File: src/rtl/decode_stage_if.sv
// Fetch/decode/write-back signal bundle for the MIPS decode stage.
// The slave modport is the decode stage; the master is whoever drives it (Fetch, WB, bench).
interface decode_stage_if #(
    parameter int unsigned DATA_W = 32
);
    logic [31:0]       Instr;
    logic [DATA_W-1:0] PC_add4;
    logic              Stall;
    logic              Flush;
    logic              RegWrite_WB;
    logic [4:0]        WriteReg_WB;
    logic [DATA_W-1:0] WriteData_WB;

    logic [31:0]       Instr_ID;
    logic [DATA_W-1:0] PC_add4_ID;
    logic              Valid_ID;
    logic [5:0]        Opcode;
    logic [4:0]        Rs;
    logic [4:0]        Rt;
    logic [4:0]        Rd;
    logic [4:0]        Shamt;
    logic [5:0]        Funct;
    logic [DATA_W-1:0] SignImm;
    logic [DATA_W-1:0] ReadData1;
    logic [DATA_W-1:0] ReadData2;
    logic [DATA_W-1:0] BranchAddr;
    logic              PCSrc;

    modport master (
        output Instr, PC_add4, Stall, Flush, RegWrite_WB, WriteReg_WB, WriteData_WB,
        input  Instr_ID, PC_add4_ID, Valid_ID, Opcode, Rs, Rt, Rd, Shamt, Funct,
               SignImm, ReadData1, ReadData2, BranchAddr, PCSrc
    );

    modport slave (
        input  Instr, PC_add4, Stall, Flush, RegWrite_WB, WriteReg_WB, WriteData_WB,
        output Instr_ID, PC_add4_ID, Valid_ID, Opcode, Rs, Rt, Rd, Shamt, Funct,
               SignImm, ReadData1, ReadData2, BranchAddr, PCSrc
    );
endinterface

File: src/rtl/decode_stage.sv
// MIPS instruction-decode stage: IF/ID register, 32x32 register file, early beq/bne resolution.
// Optional macro DECODE_BYPASS_EN enables same-cycle write-through from the write-back port.
module decode_stage #(
    parameter int unsigned DATA_W    = 32,
    parameter logic [31:0] NOP_INSTR = 32'h0000_0000
) (
    input logic           clk,
    input logic           reset,
    decode_stage_if.slave bus
);
    logic [31:0]       instr_q;
    logic [DATA_W-1:0] pc_add4_q;
    logic              valid_q;
    logic [DATA_W-1:0] regs_q [32];

    logic [4:0]        rs;
    logic [4:0]        rt;
    logic [5:0]        opcode;
    logic [DATA_W-1:0] sign_imm;
    logic [DATA_W-1:0] rd1;
    logic [DATA_W-1:0] rd2;
    logic              wb_en;
    logic              pcsrc;
    logic              squash;

    assign opcode   = instr_q[31:26];
    assign rs       = instr_q[25:21];
    assign rt       = instr_q[20:16];
    assign sign_imm = {{(DATA_W - 16){instr_q[15]}}, instr_q[15:0]};
    assign wb_en    = bus.RegWrite_WB && (bus.WriteReg_WB != 5'd0);

    // A taken branch kills the wrong-path instruction arriving on the same edge.
    assign squash = bus.Flush | pcsrc;

    always_ff @(posedge clk or negedge reset) begin
        if (!reset) begin
            instr_q   <= NOP_INSTR;
            pc_add4_q <= '0;
            valid_q   <= 1'b0;
        end else if (squash) begin
            instr_q   <= NOP_INSTR;
            pc_add4_q <= '0;
            valid_q   <= 1'b0;
        end else if (!bus.Stall) begin
            instr_q   <= bus.Instr;
            pc_add4_q <= bus.PC_add4;
            valid_q   <= 1'b1;
        end
    end

    // Writes proceed regardless of Stall so a stalled consumer sees the producer's result.
    always_ff @(posedge clk or negedge reset) begin
        if (!reset) begin
            for (int i = 0; i < 32; i++) begin
                regs_q[i] <= '0;
            end
        end else if (wb_en) begin
            regs_q[bus.WriteReg_WB] <= bus.WriteData_WB;
        end
    end

    always_comb begin
        rd1 = (rs == 5'd0) ? '0 : regs_q[rs];
        rd2 = (rt == 5'd0) ? '0 : regs_q[rt];
`ifdef DECODE_BYPASS_EN
        if (wb_en && (bus.WriteReg_WB == rs)) begin
            rd1 = bus.WriteData_WB;
        end
        if (wb_en && (bus.WriteReg_WB == rt)) begin
            rd2 = bus.WriteData_WB;
        end
`endif
    end

    // Stall gating keeps operands still waiting on a load from steering Fetch.
    always_comb begin
        pcsrc = 1'b0;
        if (valid_q && !bus.Stall) begin
            if (opcode == 6'b000100) begin
                pcsrc = (rd1 == rd2);
            end else if (opcode == 6'b000101) begin
                pcsrc = (rd1 != rd2);
            end
        end
    end

    assign bus.Instr_ID   = instr_q;
    assign bus.PC_add4_ID = pc_add4_q;
    assign bus.Valid_ID   = valid_q;
    assign bus.Opcode     = opcode;
    assign bus.Rs         = rs;
    assign bus.Rt         = rt;
    assign bus.Rd         = instr_q[15:11];
    assign bus.Shamt      = instr_q[10:6];
    assign bus.Funct      = instr_q[5:0];
    assign bus.SignImm    = sign_imm;
    assign bus.ReadData1  = rd1;
    assign bus.ReadData2  = rd2;
    assign bus.BranchAddr = pc_add4_q + {sign_imm[DATA_W-3:0], 2'b00};
    assign bus.PCSrc      = pcsrc;
endmodule

File: src/flat_wrapper.sv
// flat-port wrapper written by rule: the top's interface ports become plain ports
module decode_stage_flat 
#(
    parameter int unsigned DATA_W    = 32,
    parameter logic [31:0] NOP_INSTR = 32'h0000_0000
)
  (clk, reset, bus_Instr, bus_PC_add4, bus_Stall, bus_Flush, bus_RegWrite_WB, bus_WriteReg_WB, bus_WriteData_WB, bus_Instr_ID, bus_PC_add4_ID, bus_Valid_ID, bus_Opcode, bus_Rs, bus_Rt, bus_Rd, bus_Shamt, bus_Funct, bus_SignImm, bus_ReadData1, bus_ReadData2, bus_BranchAddr, bus_PCSrc);
  decode_stage_if #(.DATA_W(DATA_W)) bus_i ();
  input logic clk;
  input logic reset;
  input wire logic [$bits(bus_i.Instr)-1:0] bus_Instr;
  input wire logic [$bits(bus_i.PC_add4)-1:0] bus_PC_add4;
  input wire logic [$bits(bus_i.Stall)-1:0] bus_Stall;
  input wire logic [$bits(bus_i.Flush)-1:0] bus_Flush;
  input wire logic [$bits(bus_i.RegWrite_WB)-1:0] bus_RegWrite_WB;
  input wire logic [$bits(bus_i.WriteReg_WB)-1:0] bus_WriteReg_WB;
  input wire logic [$bits(bus_i.WriteData_WB)-1:0] bus_WriteData_WB;
  output wire logic [$bits(bus_i.Instr_ID)-1:0] bus_Instr_ID;
  output wire logic [$bits(bus_i.PC_add4_ID)-1:0] bus_PC_add4_ID;
  output wire logic [$bits(bus_i.Valid_ID)-1:0] bus_Valid_ID;
  output wire logic [$bits(bus_i.Opcode)-1:0] bus_Opcode;
  output wire logic [$bits(bus_i.Rs)-1:0] bus_Rs;
  output wire logic [$bits(bus_i.Rt)-1:0] bus_Rt;
  output wire logic [$bits(bus_i.Rd)-1:0] bus_Rd;
  output wire logic [$bits(bus_i.Shamt)-1:0] bus_Shamt;
  output wire logic [$bits(bus_i.Funct)-1:0] bus_Funct;
  output wire logic [$bits(bus_i.SignImm)-1:0] bus_SignImm;
  output wire logic [$bits(bus_i.ReadData1)-1:0] bus_ReadData1;
  output wire logic [$bits(bus_i.ReadData2)-1:0] bus_ReadData2;
  output wire logic [$bits(bus_i.BranchAddr)-1:0] bus_BranchAddr;
  output wire logic [$bits(bus_i.PCSrc)-1:0] bus_PCSrc;
  assign bus_i.Instr = bus_Instr;
  assign bus_i.PC_add4 = bus_PC_add4;
  assign bus_i.Stall = bus_Stall;
  assign bus_i.Flush = bus_Flush;
  assign bus_i.RegWrite_WB = bus_RegWrite_WB;
  assign bus_i.WriteReg_WB = bus_WriteReg_WB;
  assign bus_i.WriteData_WB = bus_WriteData_WB;
  assign bus_Instr_ID = bus_i.Instr_ID;
  assign bus_PC_add4_ID = bus_i.PC_add4_ID;
  assign bus_Valid_ID = bus_i.Valid_ID;
  assign bus_Opcode = bus_i.Opcode;
  assign bus_Rs = bus_i.Rs;
  assign bus_Rt = bus_i.Rt;
  assign bus_Rd = bus_i.Rd;
  assign bus_Shamt = bus_i.Shamt;
  assign bus_Funct = bus_i.Funct;
  assign bus_SignImm = bus_i.SignImm;
  assign bus_ReadData1 = bus_i.ReadData1;
  assign bus_ReadData2 = bus_i.ReadData2;
  assign bus_BranchAddr = bus_i.BranchAddr;
  assign bus_PCSrc = bus_i.PCSrc;
  decode_stage #(.DATA_W(DATA_W), .NOP_INSTR(NOP_INSTR)) u_core (.clk(clk), .reset(reset), .bus(bus_i));
endmodule
File: config.mk
export PLATFORM = sky130hd
export DESIGN_NAME = decode_stage_flat
export DESIGN_NICKNAME = d
export VERILOG_FILES = /design/src/rtl/decode_stage_if.sv /design/src/rtl/decode_stage.sv /design/src/flat_wrapper.sv
export SDC_FILE = /design/constraint.sdc
export NUM_CORES = 2
export LEC_CHECK = 0
export CAP_MARGIN = 20
export CORE_MARGIN = 2
export CORE_UTILIZATION = 60
export CTS_CLUSTER_DIAMETER = 120
export DETAILED_ROUTE_END_ITERATION = 10
export DONT_BUFFER_PORTS = 1
export GPL_ROUTABILITY_DRIVEN = 0
export PLACE_DENSITY = 0.76
export SYNTH_ARGS = -nofsm -noshare
export SYNTH_HDL_FRONTEND = slang
export SYNTH_SLANG_ARGS = --single-unit
File: constraint.sdc
create_clock -name clk -period 5.7 [get_ports clk]
set_input_delay 1.14 -clock clk [delete_from_list [all_inputs] [get_ports clk]]
set_output_delay 1.14 -clock clk [all_outputs]
set_load 0.005 [all_outputs]
==> impl_metrics.ini <==
[layout]
final_common_cell = mux2_2
finish.utilization_pct = 66.14
synthToLayoutAreaGrowth_pct = 9.126
final_cell_mix = 1,062 x mux2_2, 1,050 x dfrtp_1, 456 x mux4_2
fillerInstances = 6776
finalNonFillerCells = 5495
drive_above_1_share_pct = 48.03
nNetsFinal = 4254

[yosys]
yosys_warnings = 0
synth_compound_area_share_pct = 5.770
register_area_share_after_synthesis_pct = 44.40
synth_top_family_by_area = multiplexers
post_synth_fa_ha_maj_area_fraction_pct = 0.6409
synthCells = 4317
synth.lib_cells_used.distinct = 70
ys_ff_latch = 1060
synth_nets = 4453
number_of_synthesized_flops_with_an_enable_pin = 0
synthSimpleGateAreaFrac_pct = 5.100
syn_avg_cell_area_um2 = 13.84
synth-async-reset-ratio_pct = 100.0
post_synth_instance_area_mm2 = 0.05974
post_synth_mux_area_share_pct = 38.40
post_synth_xor_area_fraction_pct = 0.8064
synth-main-ff-cell = dfrtp_1

[power]
power_frac_seq_pct = 43.0
combPwrFrac_pct = 24.8
intPower_mw = 16.67
power_leakage_nw = 27.44
clock_power_share_pct = 32.2
power.density_cell_area_mw_per_mm2 = 361.8
p_total_mw = 23.58
net_switching_fraction_of_the_power_pct = 29.32
max-vdd-ir-drop_mv = 0.2538
net-switching-power_mw = 6.915

[critical_path]
worst_path_dominant_cell_family = buffers and inverters
timing.rr.end = u_core.bus.Instr_ID[22]
crit_top_cell = buf_4
startpoint_types = flip-flop
max_stage_delay_ns = 0.56
crit_path_cell_trace = buf_4 -> inv_1 -> buf_4 -> nand2_1 -> a21oi_1 -> xor2_1 -> buf_4 -> nor4_4 -> buf_4 -> nand4_1 -> o31ai_4 -> nand2_2
timing.critical_path.fanout_max = 11
cp_data_arrival_time_ns = 4.64
critical_path.endpoint_type = output pin
crit_cells = 12
reg2reg_from = u_core.bus.Instr_ID[20]
crit_type = reg -> out
cp_required_ns = 4.56
timing.critical_path.buf_inv = 5
ff2ff_path_depth = 13
worst-r2r-setup-slack_ns = 0.76
worst_path_max_delay_cell = dfrtp_2

[drt]
drt-initial-drc-count = 5037
drcViolationCount = 0
detail_route.first_pass.iterations = 6
route.vias.total = 41380
post_drt_wl_per_cell_um = 34.43
remaining_antenna_violation_count = 0
totalWireLength_um = 189200
viasPerCell = 7.531

[floorplan]
die_w_um = 319.5
initial_cell_density_of_the_core_pct = 60.61
die_y_um = 319.5
die-area_mm2 = 0.1021
boundaryPins = 332
placeable_core_region_mm2 = 0.09856
placementRows = 115

[global_routing]
grt_start_max_net_pins = 1061
globalRouteTotalUtil_pct = 36.73
grt_pass1_wl_um = 278500
gr-total-overflow = 0
vias_in_the_first_global_route = 41590
grt_antenna_before_repair = 2

[clock_tree]
ctsRootBufferMaster = clkbuf_16
cts.htree.levels = 3
cts.path.max_buffers = 3
clock_insertion_delay_worst_skew_ns = 0.72
clk_transition_reported_paths_ns = 0.06
cts_tree = built
cts_inserted_buffers = 110
clock-sinks = 1060
post_cts_hold_buffer_count = 0

[timing]
timing.final.crit_period_ns = 5.776
slew-limit-headroom_pct = -298.8
finClkSkew_ns = 0.03429
fmaxAchievable_mhz = 173.1
slew_viol_final = 1026
tightest_slew_ns = 5.982
hold_slack_ns = 0.1468
layout_worst_path_cycle_share_pct = 101.3
final_hold_viol_count = 0
fin_tns_setup_ns = -0.07617
setup_viol = 1
worst_slack_ns = -0.07617

[status]
failed_checks = max-slew violations, negative setup slack
run_status = finished with violations

[flow_run]
maxCapViolCount = 0

[placed_design]
port_buffers = 0
place.detailed.instances = 5257
hpwlAfterDp_um = 110800

[min_path]
worstHoldPathType = in -> async
cell usage after synthesis, types with 44 or more instances:
library cell  instances  area share (%)
inv_1                44            0.28
nand3_1              92            0.77
mux2i_1              71             1.2
o22ai_1              93            0.97
nor2_1               56            0.35
mux4_2              456              17
a32o_1               63             1.1
buf_4               116             1.5
nand3b_1             71            0.89
buf_2                75            0.63
nand2_1              88            0.55
mux2_2             1062              20
dfrtp_1            1060              44
a31oi_1              67            0.70
or3_1                68            0.71
buf_1                56            0.35
clkbuf_1            256             1.6
nor4_1               74            0.77
state kept, by name, indices dropped and copies added, names as in the netlist:
| signal | count |
|---|---|
| u_core.bus.Valid_ID | 1 |
| u_core.bus.PC_add4_ID | 32 |
| u_core.regs_q | 995 |
| u_core.bus.Instr_ID | 32 |
per-stage QoR:
| step | setup WS [ns] | cell area, µm² |
|---|---|---|
| 6_report | -0.07617 | 65190 |
| 5_1_grt | -0.01509 | 65180 |
| 4_1_cts | 0.009392 | 64660 |
| 3_5_place_dp | 0.1525 | 60580 |
| 3_3_place_gp | 0.1785 | 60540 |
| 2_1_floorplan | 1.155 | 59740 |
per-layer routing:
layer	routed length, µm	track usage (%)	vias to the layer above
met2	87020	56.57	2693
met3	21100	9.245	654
met4	12360	20.37	0
met5	0	0	-
met1	68730	48.10	21750
li1	-	-	16290
cells by family (layout without fill, tap and decap cells):
logic type	after synthesis	after routing
buffers and inverters	575	464
other	0	2
and+or+nand+nor	541	541
adders and majority gates	30	30
DFF	1060	1060
AOI/OAI and AO/OA	467	467
muxes	1589	1589
xor gates and xnor gates	55	55
worst register-to-register path, delay by kind of cell, from the launching register on:
| kind | cells | cell delay [ns] |
|---|---|---|
| flops | 1 | 0.56 |
| xor+xnor | 1 | 0.13 |
| buf+inv | 6 | 2.23 |
| simple gates | 4 | 1.26 |
| compound gates | 2 | 0.62 |
power by group through the flow:
stage | clock network, mW | logic, mW | registers (mW)
final | 7.59 | 5.85 | 10.1
after global routing | 7.94 | 6.14 | 10.3
after detailed placement | 0 | 5.53 | 10.2
after floorplan | 0 | 4.43 | 9.74
after global placement | 0 | 5.42 | 10.1
after CTS | 7.62 | 5.67 | 10.1
cell type report:
cell class	instances	area [µm²]	area share, %
clock buffers	160	3233	4.960
repair buffers	219	2313	3.549
inverters	45	168.9	0.2591
well taps	1287	1610	2.470
diodes	2	5.005	0.007677
clock inverters	40	553.0	0.8484
multi-input cells	2682	30750	47.17
flip-flops and latches	1060	26550	40.73
timing repair:
item,4_1_cts,5_1_grt
cloned,1,5
buffers inserted,14,16
pin swaps,2,8
resized for setup,25,55
setup endpoints to repair,1,1
how the worst max path moves through the flow:
stage | startpoint | to | slack (ns)
4_1_cts | u_core.bus.Instr_ID[21] | bus_PCSrc | 0.009
3_3_place_gp | u_core.bus.Instr_ID[21] | bus_PCSrc | 0.18
5_1_grt | u_core.bus.Instr_ID[21] | bus_PCSrc | -0.02
2_1_floorplan | u_core.bus.Instr_ID[17] | bus_PCSrc | 1.15
3_5_place_dp | u_core.bus.Instr_ID[21] | bus_PCSrc | 0.15
6_report | u_core.bus.Instr_ID[20] | bus_PCSrc | -0.08
Power figures use the tool's default switching activity.
